## config.mk

```make
export PLATFORM = sky130hd
export DESIGN_NAME = inst_fetch_flat
export DESIGN_NICKNAME = d
export VERILOG_FILES = /design/src/rtl/inst_fetch_if.sv /design/src/rtl/inst_fetch.sv /design/src/flat_wrapper.sv
export SDC_FILE = /design/constraint.sdc
export NUM_CORES = 1
export LEC_CHECK = 0
export BUFFER_PORTS_ARGS = -buffer_cell sky130_fd_sc_hd__buf_2
export CORE_MARGIN = 3
export CORE_UTILIZATION = 50
export CTS_CLUSTER_DIAMETER = 40
export DETAILED_ROUTE_END_ITERATION = 12
export GPL_ROUTABILITY_DRIVEN = 0
export PLACE_DENSITY = 0.81
export SLEW_MARGIN = 20
export SYNTH_ARGS = -nofsm -noshare
export SYNTH_HDL_FRONTEND = slang
export SYNTH_SLANG_ARGS = --single-unit
```

## constraint.sdc

```tcl
create_clock -name clk -period 2.92 [get_ports clk]
set_input_delay 0.146 -clock clk [delete_from_list [all_inputs] [get_ports clk]]
set_output_delay 0.146 -clock clk [all_outputs]
set_load 0.01 [all_outputs]
```

## src/rtl/inst_fetch_if.sv

```systemverilog
// Fetch-stage bundle: RAM read port, decode valid/ready output and redirect input.
// master = fetch stage, slave = RAM/decode/branch side.
interface inst_fetch_if #(
    parameter int ADDR_W = 64,
    parameter int DATA_W = 64,
    parameter int INST_W = 32
);
    logic              RamReadEnable;
    logic [ADDR_W-1:0] RamReadAddr;
    logic [DATA_W-1:0] RamReadData;

    logic              if_valid_o;
    logic              if_ready_i;
    logic [ADDR_W-1:0] if_pc_o;
    logic [INST_W-1:0] if_inst_o;
    logic              if_misalign_o;

    logic              redirect_i;
    logic [ADDR_W-1:0] redirect_pc_i;

    modport master (
        output RamReadEnable, RamReadAddr,
        input  RamReadData,
        output if_valid_o, if_pc_o, if_inst_o, if_misalign_o,
        input  if_ready_i,
        input  redirect_i, redirect_pc_i
    );

    modport slave (
        input  RamReadEnable, RamReadAddr,
        output RamReadData,
        input  if_valid_o, if_pc_o, if_inst_o, if_misalign_o,
        output if_ready_i,
        output redirect_i, redirect_pc_i
    );
endinterface

```

## src/rtl/inst_fetch.sv

```systemverilog
// Instruction fetch: one aligned 64-bit RAM read per fetch, 1-cycle issue-to-valid, stalls on !if_ready_i.
// Optional FETCH_PERF_CNT_EN adds perf_fetch_cnt / perf_flush_cnt counters.
module inst_fetch #(
    parameter int                ADDR_W   = 64,
    parameter int                DATA_W   = 64,
    parameter int                INST_W   = 32,
    parameter logic [ADDR_W-1:0] PC_RESET = 64'h0000_0000_8000_0000
) (
    input  logic          clk,
    input  logic          rst,
    inst_fetch_if.master  fe
`ifdef FETCH_PERF_CNT_EN
    ,
    output logic [63:0]   perf_fetch_cnt,
    output logic [63:0]   perf_flush_cnt
`endif
);

    typedef enum logic [1:0] {IDLE, RUN, HOLD} state_e;

    state_e            state_q, state_d;
    logic [ADDR_W-1:0] pc_q, pc_d;
    logic              valid_q, valid_d;
    logic [ADDR_W-1:0] opc_q, opc_d;
    logic [INST_W-1:0] inst_q, inst_d;
    logic              mis_q, mis_d;
    logic              stall_q, stall_d;

    logic              fetch_slot;
    logic              aligned;
    logic [INST_W-1:0] inst_sel;

    // A slot opens when the output register is free or drained this cycle.
    assign fetch_slot = (state_q == RUN) && !fe.redirect_i && !stall_q &&
                        (!valid_q || fe.if_ready_i);
    assign aligned    = (pc_q[1:0] == 2'b00);
    assign inst_sel   = pc_q[2] ? fe.RamReadData[DATA_W-1 -: INST_W]
                                : fe.RamReadData[INST_W-1:0];

    assign fe.RamReadEnable = fetch_slot && aligned;
    assign fe.RamReadAddr   = {pc_q[ADDR_W-1:3], 3'b000};
    assign fe.if_valid_o    = valid_q;
    assign fe.if_pc_o       = opc_q;
    assign fe.if_inst_o     = inst_q;
    assign fe.if_misalign_o = mis_q;

    always_comb begin
        state_d = state_q;
        pc_d    = pc_q;
        valid_d = valid_q;
        opc_d   = opc_q;
        inst_d  = inst_q;
        mis_d   = mis_q;
        stall_d = stall_q;

        case (state_q)
            IDLE:    state_d = RUN;
            RUN:     if (valid_q && !fe.if_ready_i) state_d = HOLD;
            HOLD:    if (fe.if_ready_i) state_d = RUN;
            default: state_d = IDLE;
        endcase

        if (fe.redirect_i) begin
            state_d = RUN;
            pc_d    = fe.redirect_pc_i;
            valid_d = 1'b0;
            stall_d = 1'b0;
        end else if (fetch_slot) begin
            valid_d = 1'b1;
            opc_d   = pc_q;
            if (aligned) begin
                inst_d = inst_sel;
                mis_d  = 1'b0;
                pc_d   = pc_q + ADDR_W'(4);
            end else begin
                // Misaligned PC: emit a marker entry and park until redirected.
                inst_d  = '0;
                mis_d   = 1'b1;
                stall_d = 1'b1;
            end
        end else if (valid_q && fe.if_ready_i) begin
            valid_d = 1'b0;
        end
    end

    always_ff @(posedge clk) begin
        if (rst) begin
            state_q <= IDLE;
            pc_q    <= PC_RESET;
            valid_q <= 1'b0;
            opc_q   <= '0;
            inst_q  <= '0;
            mis_q   <= 1'b0;
            stall_q <= 1'b0;
        end else begin
            state_q <= state_d;
            pc_q    <= pc_d;
            valid_q <= valid_d;
            opc_q   <= opc_d;
            inst_q  <= inst_d;
            mis_q   <= mis_d;
            stall_q <= stall_d;
        end
    end

`ifdef FETCH_PERF_CNT_EN
    logic [63:0] fetch_cnt_q, fetch_cnt_d;
    logic [63:0] flush_cnt_q, flush_cnt_d;

    always_comb begin
        fetch_cnt_d = fetch_cnt_q + ((fetch_slot && aligned) ? 64'd1 : 64'd0);
        flush_cnt_d = flush_cnt_q + (fe.redirect_i ? 64'd1 : 64'd0);
    end

    always_ff @(posedge clk) begin
        if (rst) begin
            fetch_cnt_q <= '0;
            flush_cnt_q <= '0;
        end else begin
            fetch_cnt_q <= fetch_cnt_d;
            flush_cnt_q <= flush_cnt_d;
        end
    end

    assign perf_fetch_cnt = fetch_cnt_q;
    assign perf_flush_cnt = flush_cnt_q;
`endif

endmodule

```

## src/flat_wrapper.sv

```systemverilog
// flat-port wrapper written by rule: the top's interface ports become plain ports
module inst_fetch_flat 
#(
    parameter int                ADDR_W   = 64,
    parameter int                DATA_W   = 64,
    parameter int                INST_W   = 32,
    parameter logic [ADDR_W-1:0] PC_RESET = 64'h0000_0000_8000_0000
)
  (clk, rst, fe_RamReadEnable, fe_RamReadAddr, fe_RamReadData, fe_if_valid_o, fe_if_pc_o, fe_if_inst_o, fe_if_misalign_o, fe_if_ready_i, fe_redirect_i, fe_redirect_pc_i);
  inst_fetch_if #(.ADDR_W(ADDR_W), .DATA_W(DATA_W), .INST_W(INST_W)) fe_i ();
  input  logic clk;
  input  logic rst;
  output wire logic [$bits(fe_i.RamReadEnable)-1:0] fe_RamReadEnable;
  output wire logic [$bits(fe_i.RamReadAddr)-1:0] fe_RamReadAddr;
  input wire logic [$bits(fe_i.RamReadData)-1:0] fe_RamReadData;
  output wire logic [$bits(fe_i.if_valid_o)-1:0] fe_if_valid_o;
  output wire logic [$bits(fe_i.if_pc_o)-1:0] fe_if_pc_o;
  output wire logic [$bits(fe_i.if_inst_o)-1:0] fe_if_inst_o;
  output wire logic [$bits(fe_i.if_misalign_o)-1:0] fe_if_misalign_o;
  input wire logic [$bits(fe_i.if_ready_i)-1:0] fe_if_ready_i;
  input wire logic [$bits(fe_i.redirect_i)-1:0] fe_redirect_i;
  input wire logic [$bits(fe_i.redirect_pc_i)-1:0] fe_redirect_pc_i;
  assign fe_RamReadEnable = fe_i.RamReadEnable;
  assign fe_RamReadAddr = fe_i.RamReadAddr;
  assign fe_i.RamReadData = fe_RamReadData;
  assign fe_if_valid_o = fe_i.if_valid_o;
  assign fe_if_pc_o = fe_i.if_pc_o;
  assign fe_if_inst_o = fe_i.if_inst_o;
  assign fe_if_misalign_o = fe_i.if_misalign_o;
  assign fe_i.if_ready_i = fe_if_ready_i;
  assign fe_i.redirect_i = fe_redirect_i;
  assign fe_i.redirect_pc_i = fe_redirect_pc_i;
  inst_fetch #(.ADDR_W(ADDR_W), .DATA_W(DATA_W), .INST_W(INST_W), .PC_RESET(PC_RESET)) u_core (.clk(clk), .rst(rst), .fe(fe_i));
endmodule
```

==> flow_summary_export.csv <==
group,metric,value,unit
synth,synth_edf_count,0,
power,power_density,515,nW/um^2
clock_tree,numCtsBuffers,17,
placed_design,place_hpwl,17700,um
route,dr_total_vias,8300,
global_routing,grt_pass1_vias,7861,
synth,async_flop_share,0,%
timing,maxSlewViolCount,0,
synth,yosys-top-cells-area,"dfxtp_1 (41%), nand2_1 (8.1%), a21oi_1 (7.5%)",
timing,finalHoldViolCount,0,
timing,tightest_slew,0.695,ns
floorplanning,core_area,15500,sq um
global_routing,busiest_layer,"met2",
clock_tree,cts_sinks,165,
timing,period_minus_slack,2.61,ns
power,p_total,5.27,mW
timing,post-route-period-util,89.2,%
setup_path,start_kind,"flip-flop",
global_routing,grt_util_met2,47.0,%
placed_design,port_buffers,291,
timing,rsz0062_at_grt,"false",
synth,synth_top_area_cell,"dfxtp_1",
synth,synth.distinct_cells,55,
clock_tree,cts_tree,"built",
layout,final_cell_mix,"buf_2 (290), nand2_1 (175), dfxtp_1 (164)",
route,drt_iter0_drc,547,
layout,syn2layout_area_growth,25.8,%
global_routing,use_met1,33.3,%
global_routing,grt_pass1_wl,39700,um
setup_path,critPathMaxFanout,10,
global_routing,grt_use_met3,6.08,%
synth,yosysWarnings,0,
clock_tree,clockBufferDepth,2,
global_routing,antenna_found_initial,4,
synth,synthFlopType,"dfxtp_1",
synth,ys_seq_area_share,40.6,%
timing,fin_hold_ws,0.0209,ns
clock_tree,htreeDepth,4,
power,leakagePower,4.28,nW
setup_path,cp_data_required_time,3.21,ns
floorplanning,dieArea,17800,sq um
layout,final_nets,1407,
floorplanning,num_rows,45,
layout,drive_above_1_share,27.8,%
floorplanning,dieHeight,134,um
clock_tree,cts_root_buf,"clkbuf_16",
layout,multi_input_area,4020,sq um
setup_path,worstPathArrival,2.89,ns
route,post_drt_wl_per_cell,16.7,um
power,vdd_drop_max,413,uV
timing,max_freq,0.384,GHz
timing,tns,0,ns
floorplanning,fp.dieW,134,um
min_path,hp-class,"input pin to flip-flop",
synth,synth_area_per_cell,7.83,sq um
setup_path,critical_path_class,"flip-flop to flip-flop",
route,finalWirelength,25000,um
clock_tree,clk_latency,0.43,ns
synth,synth_area,8130,sq um
setup_path,cp-end-kind,"flip-flop",
clock_tree,clk_pin_slew,0.06,ns
layout,n_fill_cell,1364,
route,dr.pass1.iters,7,
global_routing,grt_max_degree,81,
timing,fin_skew,0.00670,ns
run,cap_violations,0,
clock_tree,cts_setup_buffers,0,
floorplanning,start_util,52.3,%
route,drc_errors,0,
timing,finalSetupViolCount,0,
timing,relSlewSlack,53.5,%
layout,seqCellArea,3300,sq um
route,post_drt_via_cell_ratio,5.53,
global_routing,grt_usage,27.4,%
clock_tree,cts_resized,0,
layout,final_common_cell,"buf_2",
status,run_status,"finished, final reports clean",
floorplanning,boundaryPins,295,
synth,yosysTopAreaCellShare,40.6,%
route,postRouteAntennaNets,0,
synth,netlist_instances,1039,
global_routing,grt_overflow,0,
synth,ys_seq_elements,165,
## metal layers
layer,routed length (um),share of wire (%)
met1,10100,40
met2,12200,49
met3,2010,8.0
met4,749,3.0
met5,0,0
## synth_stat cells, types with 4 or more instances
| master | count |
|---|---|
| and3_1 | 9 |
| o21ai_0 | 19 |
| nor4_1 | 15 |
| buf_1 | 7 |
| a311oi_1 | 8 |
| nand3_1 | 23 |
| mux2i_1 | 35 |
| xnor2_1 | 21 |
| a22oi_1 | 8 |
| xor2_1 | 13 |
| a21oi_1 | 122 |
| a211oi_1 | 21 |
| a221oi_1 | 4 |
| nand2_1 | 175 |
| a31oi_1 | 5 |
| inv_1 | 12 |
| dfxtp_1 | 165 |
| clkbuf_1 | 60 |
| nor2_1 | 96 |
| or3_1 | 12 |
| nand4_1 | 27 |
| or4_1 | 4 |
| buf_4 | 64 |
| nor3_1 | 59 |
## registers in the layout, summed over array words and instances (netlist names)
signal	count
u_core.fe.if_pc_o	64
u_core.pc_q	64
u_core.fe.if_inst_o	32
u_core.state_q	2
u_core.fe.if_misalign_o	1
u_core.fe.if_valid_o	1
u_core.stall_q	1
## timing repair
item | 4_1_cts | 5_1_grt
hold buffers | 39 | 0
endpoints found under the setup margin | 0 | 0
endpoints found under the hold margin | 39 | 0
## report_power, final
part	internal [mW]	switching [mW]
Clock	1.15	0.896
Sequential	2.36	0.132
Combinational	0.328	0.412
Total	3.83	1.44
## critical path, cell delays in order (launching register included)
cell	delay, ns
dfxtp_1	0.55
nand3_1	0.24
or4_1	0.73
nor4_1	0.43
nand3_1	0.19
xor2_1	0.22
o22ai_1	0.11
## worst paths after layout
path | from | cells past startpoint | slack, ns | endpoint
hold / removal | fe_redirect_pc_i[49] | 3 | 0.02 | u_core.pc_q[49]$_SDFFE_PP0P_
hold reg to reg | u_core.fe.if_pc_o[17]$_SDFFE_PP0P_ | 2 | 0.45 | u_core.fe.if_pc_o[17]$_SDFFE_PP0P_
setup / recovery | u_core.pc_q[32]$_SDFFE_PP0P_ | 6 | 0.31 | u_core.pc_q[44]$_SDFFE_PP0P_
setup reg to reg | u_core.pc_q[32]$_SDFFE_PP0P_ | 6 | 0.31 | u_core.pc_q[44]$_SDFFE_PP0P_
## cell type report
class / count / area share [%]
Multi-Input combinational cell: 726 / 39.3
Sequential cell: 165 / 32.3
Timing Repair Buffer: 351 / 20.0
Clock buffer: 23 / 4.67
Tap cell: 211 / 2.58
Clock inverter: 9 / 0.526
Inverter: 13 / 0.526
Antenna cell: 4 / 0.0978
## logic make-up after synthesis
logic type / synth area share, %
and+or+nand+nor: 25.6
AOI/OAI and AO/OA: 15.1
DFF: 40.6
buffers and inverters: 10.3
muxes: 4.58
xor gates and xnor gates: 3.66
adders and majority gates: 0.154
other: 0.0461
## per-stage QoR
stage | setup slack [ns] | utilization, % | cells | cell area (sq um)
2_1_floorplan | 0.632 | - | 1041 | 8140
6_report | 0.315 | 65.8 | 1502 | 10200
3_5_place_dp | 0.392 | 59.8 | 1427 | 9300
3_3_place_gp | 0.398 | 59.8 | 1427 | 9300
4_1_cts | 0.368 | 65.8 | 1498 | 10200
5_1_grt | 0.206 | 65.8 | 1502 | 10200
Power figures use the tool's default switching activity.
